==> config.mk <==
export PLATFORM = sky130hd
export DESIGN_NAME = mem_access_ctrl
export DESIGN_NICKNAME = d
export VERILOG_FILES = /design/src/rtl/mem_access_ctrl.sv
export SDC_FILE = /design/constraint.sdc
export NUM_CORES = 1
export LEC_CHECK = 0
export CORE_MARGIN = 3
export CORE_UTILIZATION = 40
export CTS_CLUSTER_DIAMETER = 150
export DETAILED_ROUTE_END_ITERATION = 10
export PLACE_DENSITY = 0.77
export SKIP_LAST_GASP = 1
export SLEW_MARGIN = 40
export SYNTH_ARGS = -nofsm -noshare
export SYNTH_HDL_FRONTEND = slang
export SYNTH_SLANG_ARGS = --single-unit
==> constraint.sdc <==
create_clock -name i_clk -period 2.8 [get_ports i_clk]
set_input_delay 0.42 -clock i_clk [delete_from_list [all_inputs] [get_ports i_clk]]
set_output_delay 0.42 -clock i_clk [all_outputs]
set_load 0.02 [all_outputs]
==> src/rtl/mem_access_ctrl.sv <==
// Load/store sequencer: decodes MIPS load/store, drives a req/ready data-memory access, returns extended load data.
// Latency: request accepted in cycle N, mem_req from N+1, load wb_valid at N+2 (store completes N+1) when ready is immediate.
// Backpressure: o_stall is high whenever the FSM is not IDLE; upstream holds its inputs while it is high.
//
// Ports:
//   i_clk, i_rst                 clock, synchronous active-high reset
//   i_valid, i_opcode, i_address,
//   i_write_data, i_rt,
//   i_MemRead/i_MemWrite/i_MemToReg   EX-stage request and its controls
//   o_stall                      pipeline hold
//   o_mem_req/we/addr/be/wdata   data-memory request side
//   i_mem_ready, i_mem_rdata     data-memory completion side
//   o_wb_valid/we/rd/data        write-back of load results
//   o_misaligned, o_bus_error    one-cycle error pulses
module mem_access_ctrl #(
    parameter int TIMEOUT = 16,
    parameter int CNT_W   = 5
) (
    input  logic        i_clk,
    input  logic        i_rst,
    input  logic        i_valid,
    input  logic [5:0]  i_opcode,
    input  logic [31:0] i_address,
    input  logic [31:0] i_write_data,
    input  logic [4:0]  i_rt,
    input  logic        i_MemRead,
    input  logic        i_MemWrite,
    input  logic        i_MemToReg,
    output logic        o_stall,
    output logic        o_mem_req,
    output logic        o_mem_we,
    output logic [29:0] o_mem_addr,
    output logic [3:0]  o_mem_be,
    output logic [31:0] o_mem_wdata,
    input  logic        i_mem_ready,
    input  logic [31:0] i_mem_rdata,
    output logic        o_wb_valid,
    output logic        o_wb_we,
    output logic [4:0]  o_wb_rd,
    output logic [31:0] o_wb_data,
    output logic        o_misaligned,
    output logic        o_bus_error
);

    typedef enum logic [1:0] {
        S_IDLE   = 2'd0,
        S_ACCESS = 2'd1,
        S_RESP   = 2'd2
    } state_t;

    // access size encoding
    localparam logic [1:0] SZ_B = 2'd0;
    localparam logic [1:0] SZ_H = 2'd1;
    localparam logic [1:0] SZ_W = 2'd2;

    state_t      r_state;
    state_t      w_next_state;

    logic [CNT_W-1:0] r_cnt;
    logic        r_we;
    logic [29:0] r_addr;
    logic [1:0]  r_lane;
    logic [3:0]  r_be;
    logic [31:0] r_wdata;
    logic [1:0]  r_size;
    logic        r_signed;
    logic [4:0]  r_rd;
    logic        r_mem_to_reg;
    logic [31:0] r_wb_data;
    logic        r_misaligned;
    logic        r_bus_error;

    logic [1:0]  w_size;
    logic        w_signed;
    logic        w_aligned;
    logic [3:0]  w_be;
    logic [31:0] w_wdata;
    logic        w_req;
    logic        w_accept;
    logic        w_misalign;
    logic        w_timeout;
    logic [7:0]  w_lane_byte;
    logic [15:0] w_lane_half;
    logic [31:0] w_load_ext;

    // Request decode. Direction picks which opcode table applies, so an
    // unrecognised opcode (or a load opcode with MemWrite) falls back to word.
    always_comb begin
        w_size   = SZ_W;
        w_signed = 1'b0;
        if (i_MemWrite) begin
            case (i_opcode)
                6'h28:   w_size = SZ_B;
                6'h29:   w_size = SZ_H;
                default: w_size = SZ_W;
            endcase
        end else begin
            case (i_opcode)
                6'h20:   begin w_size = SZ_B; w_signed = 1'b1; end
                6'h21:   begin w_size = SZ_H; w_signed = 1'b1; end
                6'h24:   w_size = SZ_B;
                6'h25:   w_size = SZ_H;
                default: w_size = SZ_W;
            endcase
        end

        case (w_size)
            SZ_B: begin
                w_aligned = 1'b1;
                w_be      = 4'b0001 << i_address[1:0];
                w_wdata   = {4{i_write_data[7:0]}};
            end
            SZ_H: begin
                w_aligned = ~i_address[0];
                w_be      = i_address[1] ? 4'b1100 : 4'b0011;
                w_wdata   = {2{i_write_data[15:0]}};
            end
            default: begin
                w_aligned = (i_address[1:0] == 2'b00);
                w_be      = 4'hF;
                w_wdata   = i_write_data;
            end
        endcase
    end

    assign w_req      = i_valid & (i_MemRead | i_MemWrite) & (r_state == S_IDLE);
    assign w_accept   = w_req & w_aligned;
    assign w_misalign = w_req & ~w_aligned;

    // Lane selection and extension of the returned read word.
    always_comb begin
        case (r_lane)
            2'd0:    w_lane_byte = i_mem_rdata[7:0];
            2'd1:    w_lane_byte = i_mem_rdata[15:8];
            2'd2:    w_lane_byte = i_mem_rdata[23:16];
            default: w_lane_byte = i_mem_rdata[31:24];
        endcase
        w_lane_half = r_lane[1] ? i_mem_rdata[31:16] : i_mem_rdata[15:0];
        case (r_size)
            SZ_B:    w_load_ext = r_signed ? {{24{w_lane_byte[7]}}, w_lane_byte}
                                           : {24'h0, w_lane_byte};
            SZ_H:    w_load_ext = r_signed ? {{16{w_lane_half[15]}}, w_lane_half}
                                           : {16'h0, w_lane_half};
            default: w_load_ext = i_mem_rdata;
        endcase
    end

    // FSM state register
    always_ff @(posedge i_clk) begin
        if (i_rst) r_state <= S_IDLE;
        else       r_state <= w_next_state;
    end

    // FSM next state and state-decoded outputs
    always_comb begin
        w_next_state = r_state;
        w_timeout    = 1'b0;
        o_mem_req    = 1'b0;
        o_stall      = 1'b0;
        o_wb_valid   = 1'b0;
        case (r_state)
            S_IDLE: begin
                if (w_accept) w_next_state = S_ACCESS;
            end
            S_ACCESS: begin
                o_mem_req = 1'b1;
                o_stall   = 1'b1;
                if (i_mem_ready) begin
                    w_next_state = r_we ? S_IDLE : S_RESP;
                end else if (r_cnt == CNT_W'(TIMEOUT - 1)) begin
                    w_next_state = S_IDLE;
                    w_timeout    = 1'b1;
                end
            end
            S_RESP: begin
                o_stall      = 1'b1;
                o_wb_valid   = 1'b1;
                w_next_state = S_IDLE;
            end
            default: w_next_state = S_IDLE;
        endcase
    end

    // Request capture, timeout counter, load data and error pulses
    always_ff @(posedge i_clk) begin
        if (i_rst) begin
            r_cnt        <= '0;
            r_we         <= 1'b0;
            r_addr       <= '0;
            r_lane       <= '0;
            r_be         <= '0;
            r_wdata      <= '0;
            r_size       <= SZ_W;
            r_signed     <= 1'b0;
            r_rd         <= '0;
            r_mem_to_reg <= 1'b0;
            r_wb_data    <= '0;
            r_misaligned <= 1'b0;
            r_bus_error  <= 1'b0;
        end else begin
            r_misaligned <= w_misalign;
            r_bus_error  <= w_timeout;
            if (w_accept) begin
                r_cnt        <= '0;
                r_we         <= i_MemWrite;
                r_addr       <= i_address[31:2];
                r_lane       <= i_address[1:0];
                r_be         <= w_be;
                r_wdata      <= w_wdata;
                r_size       <= w_size;
                r_signed     <= w_signed;
                r_rd         <= i_rt;
                r_mem_to_reg <= i_MemToReg;
            end else if (r_state == S_ACCESS && !i_mem_ready) begin
                r_cnt <= r_cnt + 1'b1;
            end
            if (r_state == S_ACCESS && i_mem_ready && !r_we) begin
                r_wb_data <= w_load_ext;
            end
        end
    end

    assign o_mem_we     = r_we;
    assign o_mem_addr   = r_addr;
    assign o_mem_be     = r_be;
    assign o_mem_wdata  = r_wdata;
    assign o_wb_we      = o_wb_valid & r_mem_to_reg;
    assign o_wb_rd      = r_rd;
    assign o_wb_data    = r_wb_data;
    assign o_misaligned = r_misaligned;
    assign o_bus_error  = r_bus_error;

endmodule

==> run metrics <==
peak supply drop 0.0002961 V; wire per inst 18.94 um; register area share after synthesis 0.4663; Diodes inserted 0; # rows 40; DR iter-0 viols 494; Async SR Flop Fraction 0; input/output buffers 223; root buffer cell clkbuf_16; vias in the first global route 5294; DRT Wirelength 17.83 mm; final setup TNS 0 ns; CP max stage cell nor4b_1; CP Data Arrival Time 2.88 ns; Leak Pwr 0.003068 uW; final number of max-transition violations 0; DR vias 5278; Synth Flop Type dfxtp_1; post-detail-place hpwl 13.41 mm; max_slew headroom 0.4979; area grow syn2layout 62.01%; share of layout cells above drive strength 1 0.1061; DRT antenna net count 0; period utilization 0.9058; synthesized area per cell 9.694 um2; core box area 12260 um2; worst slew pin tran 0.7475 ns; remaining global-route overflow 0; pwr/cell area 572.8 nW/um2; commonest non-fill, non-tap cells in the layout 222 x clkdlybuf4s50_1, 119 x dfxtp_1, 56 x a22o_1, 48 x nand2_1, 43 x nor2_1; Synth area leaders dfxtp_1 47%, a22o_1 9.6%, a211oi_1 5.3%; clock skew 0.005776 ns; nets 881; # setup viols final 0; register area 2382 um2; EDFF count, synth 0; Final Cell Area 8277 um2; CP peak stage delay 0.58 ns; number of max-cap violations 0; final hold violations 0; RSZ-0062 raised after global routing false; Total GRT Usage 0.2475; CP Capture Type flop; Bufs and invs on worst path 3; synth warn 0; worst skew pair latency 0.41 ns; H-tree Lvls 4; # IOs 224; total die area 14160 um2; Clock transition at path regs 0.05 ns; crit path time final 2.536 ns; Inserted Clock Buffers 17; Cell Area, Synth 5109 um2; Max Freq 0.3943 GHz; post-synth cell types 53; Cells after Synth 527; router iterations before antenna repair 5; Initial Utilization 0.4166; Vias/cell 5.609; CTS tree built; post-CTS resize count 0; maximum number of pins on one net before global-route repair 50; Worst EP required 3.15 ns; clk buf depth 2; multi-input gate area in the final layout 2504 um2; Worst Hold Class in2reg; dominant cell type by area after synthesis dfxtp_1; outcome complete, no violations; CTS sink cnt 119; routability cong. 0.8970; # hold bufs at CTS 0; die height 119.0 um; Post-route DRC 0; WS Path Type in2reg; syn nets 646; FILL cells 982; Placement Cell Area 7647 um2; Hold WS 0.3759 ns; Top delay family on crit path compound AO/OA/AOI/OAI gates; critical-path cell list clkdlybuf4s50_1 > buf_4 > nor4b_1 > o21ai_1 > a2111oi_4 > buf_12 > a32o_1; # Post-CTS Setup Buffers 0; crit-path max FO 49; chip width 119.0 um; initial antenna violation count 0; top cell type's share of synthesized area 0.4663; global-route wire length before repair 28.01 mm; FF+latch count, synth 119; crit path launch type primary input; most common cell after layout, fill and taps aside clkdlybuf4s50_1
## report_power, final
part / leakage [uW] / total [uW] / internal [uW] / switching, uW
clock network: 0.000304 / 2310 / 1570 / 741
logic: 0.00180 / 646 / 339 / 306
registers: 0.000964 / 1780 / 1750 / 35.3
## cell type report
class | instances | area share
clock buffer | 22 | 0.05850
timing repair buffer | 260 | 0.3042
tap | 168 | 0.02540
multi-input combinational | 355 | 0.3025
clock inverter | 8 | 0.01754
inverter | 9 | 0.004082
sequential | 119 | 0.2878
## layer usage
| metal | wire (um) | vias to the layer above | share of wire | GRT usage |
|---|---|---|---|---|
| met3 | 1587 | 44 | 0.089 | 0.07692 |
| met1 | 7335 | 2479 | 0.41 | 0.3021 |
| met4 | 591 | 0 | 0.033 | 0.1173 |
| met2 | 8312 | 280 | 0.47 | 0.3967 |
| met5 | 0 | - | 0 | 0 |
| li1 | - | 2475 | - | - |
## per-stage QoR
| stage | power, uW | worst slack (ns) | instances | util |
|---|---|---|---|---|
| after floorplan | 2087 | 0.6799 | 527 | - |
| after global placement | 2446 | -0.1057 | 910 | 0.6223 |
| after detailed placement | 2458 | -0.1156 | 911 | 0.6237 |
| after CTS | 4763 | 0.2649 | 941 | 0.6750 |
| after global routing | 4894 | 0.1237 | 941 | 0.6750 |
| final | 4741 | 0.2639 | 941 | 0.6750 |
## synthesized netlist by cell type, drive strengths merged, types with 2 or more instances
cell type  number
o21ai           8
nand3           3
nor2           44
or2             2
a221oi          2
a21oi          24
mux2            5
o211a           2
nand3b          2
a22o           57
dfxtp         119
xor2            2
a31oi           4
a221o          12
o211ai          9
nand2b          3
o221ai         11
inv             8
nor3            2
and3            4
mux2i          14
a311oi         11
a22oi           8
clkbuf         34
buf            10
nor2b          16
o2111ai         4
a211oi         37
nand2          48
nor4            2
ha              5
## path summary, 6_finish.rpt
path | start | end | slack [ns] | cells after the start
worst max-delay path | i_opcode[0] | r_size[0] | 0.26 | 7
worst min-delay path | i_rst | o_mem_be[3] | 0.38 | 2
worst max register to register | r_state[1] | o_mem_addr[25] | 0.57 | 8
worst min register to register | o_wb_data[0] | o_wb_data[0] | 0.46 | 2
## logic make-up after synthesis
| kind of cell | Yosys count | synth area share |
|---|---|---|
| AOI/OAI and AO/OA | 194 | 0.3054 |
| xor gates and xnor gates | 3 | 0.005144 |
| adders and majority gates | 5 | 0.01225 |
| buffers and inverters | 53 | 0.04849 |
| DFF | 119 | 0.4663 |
| muxes | 20 | 0.04286 |
| and+or+nand+nor | 133 | 0.1195 |
Power figures use the tool's default switching activity.
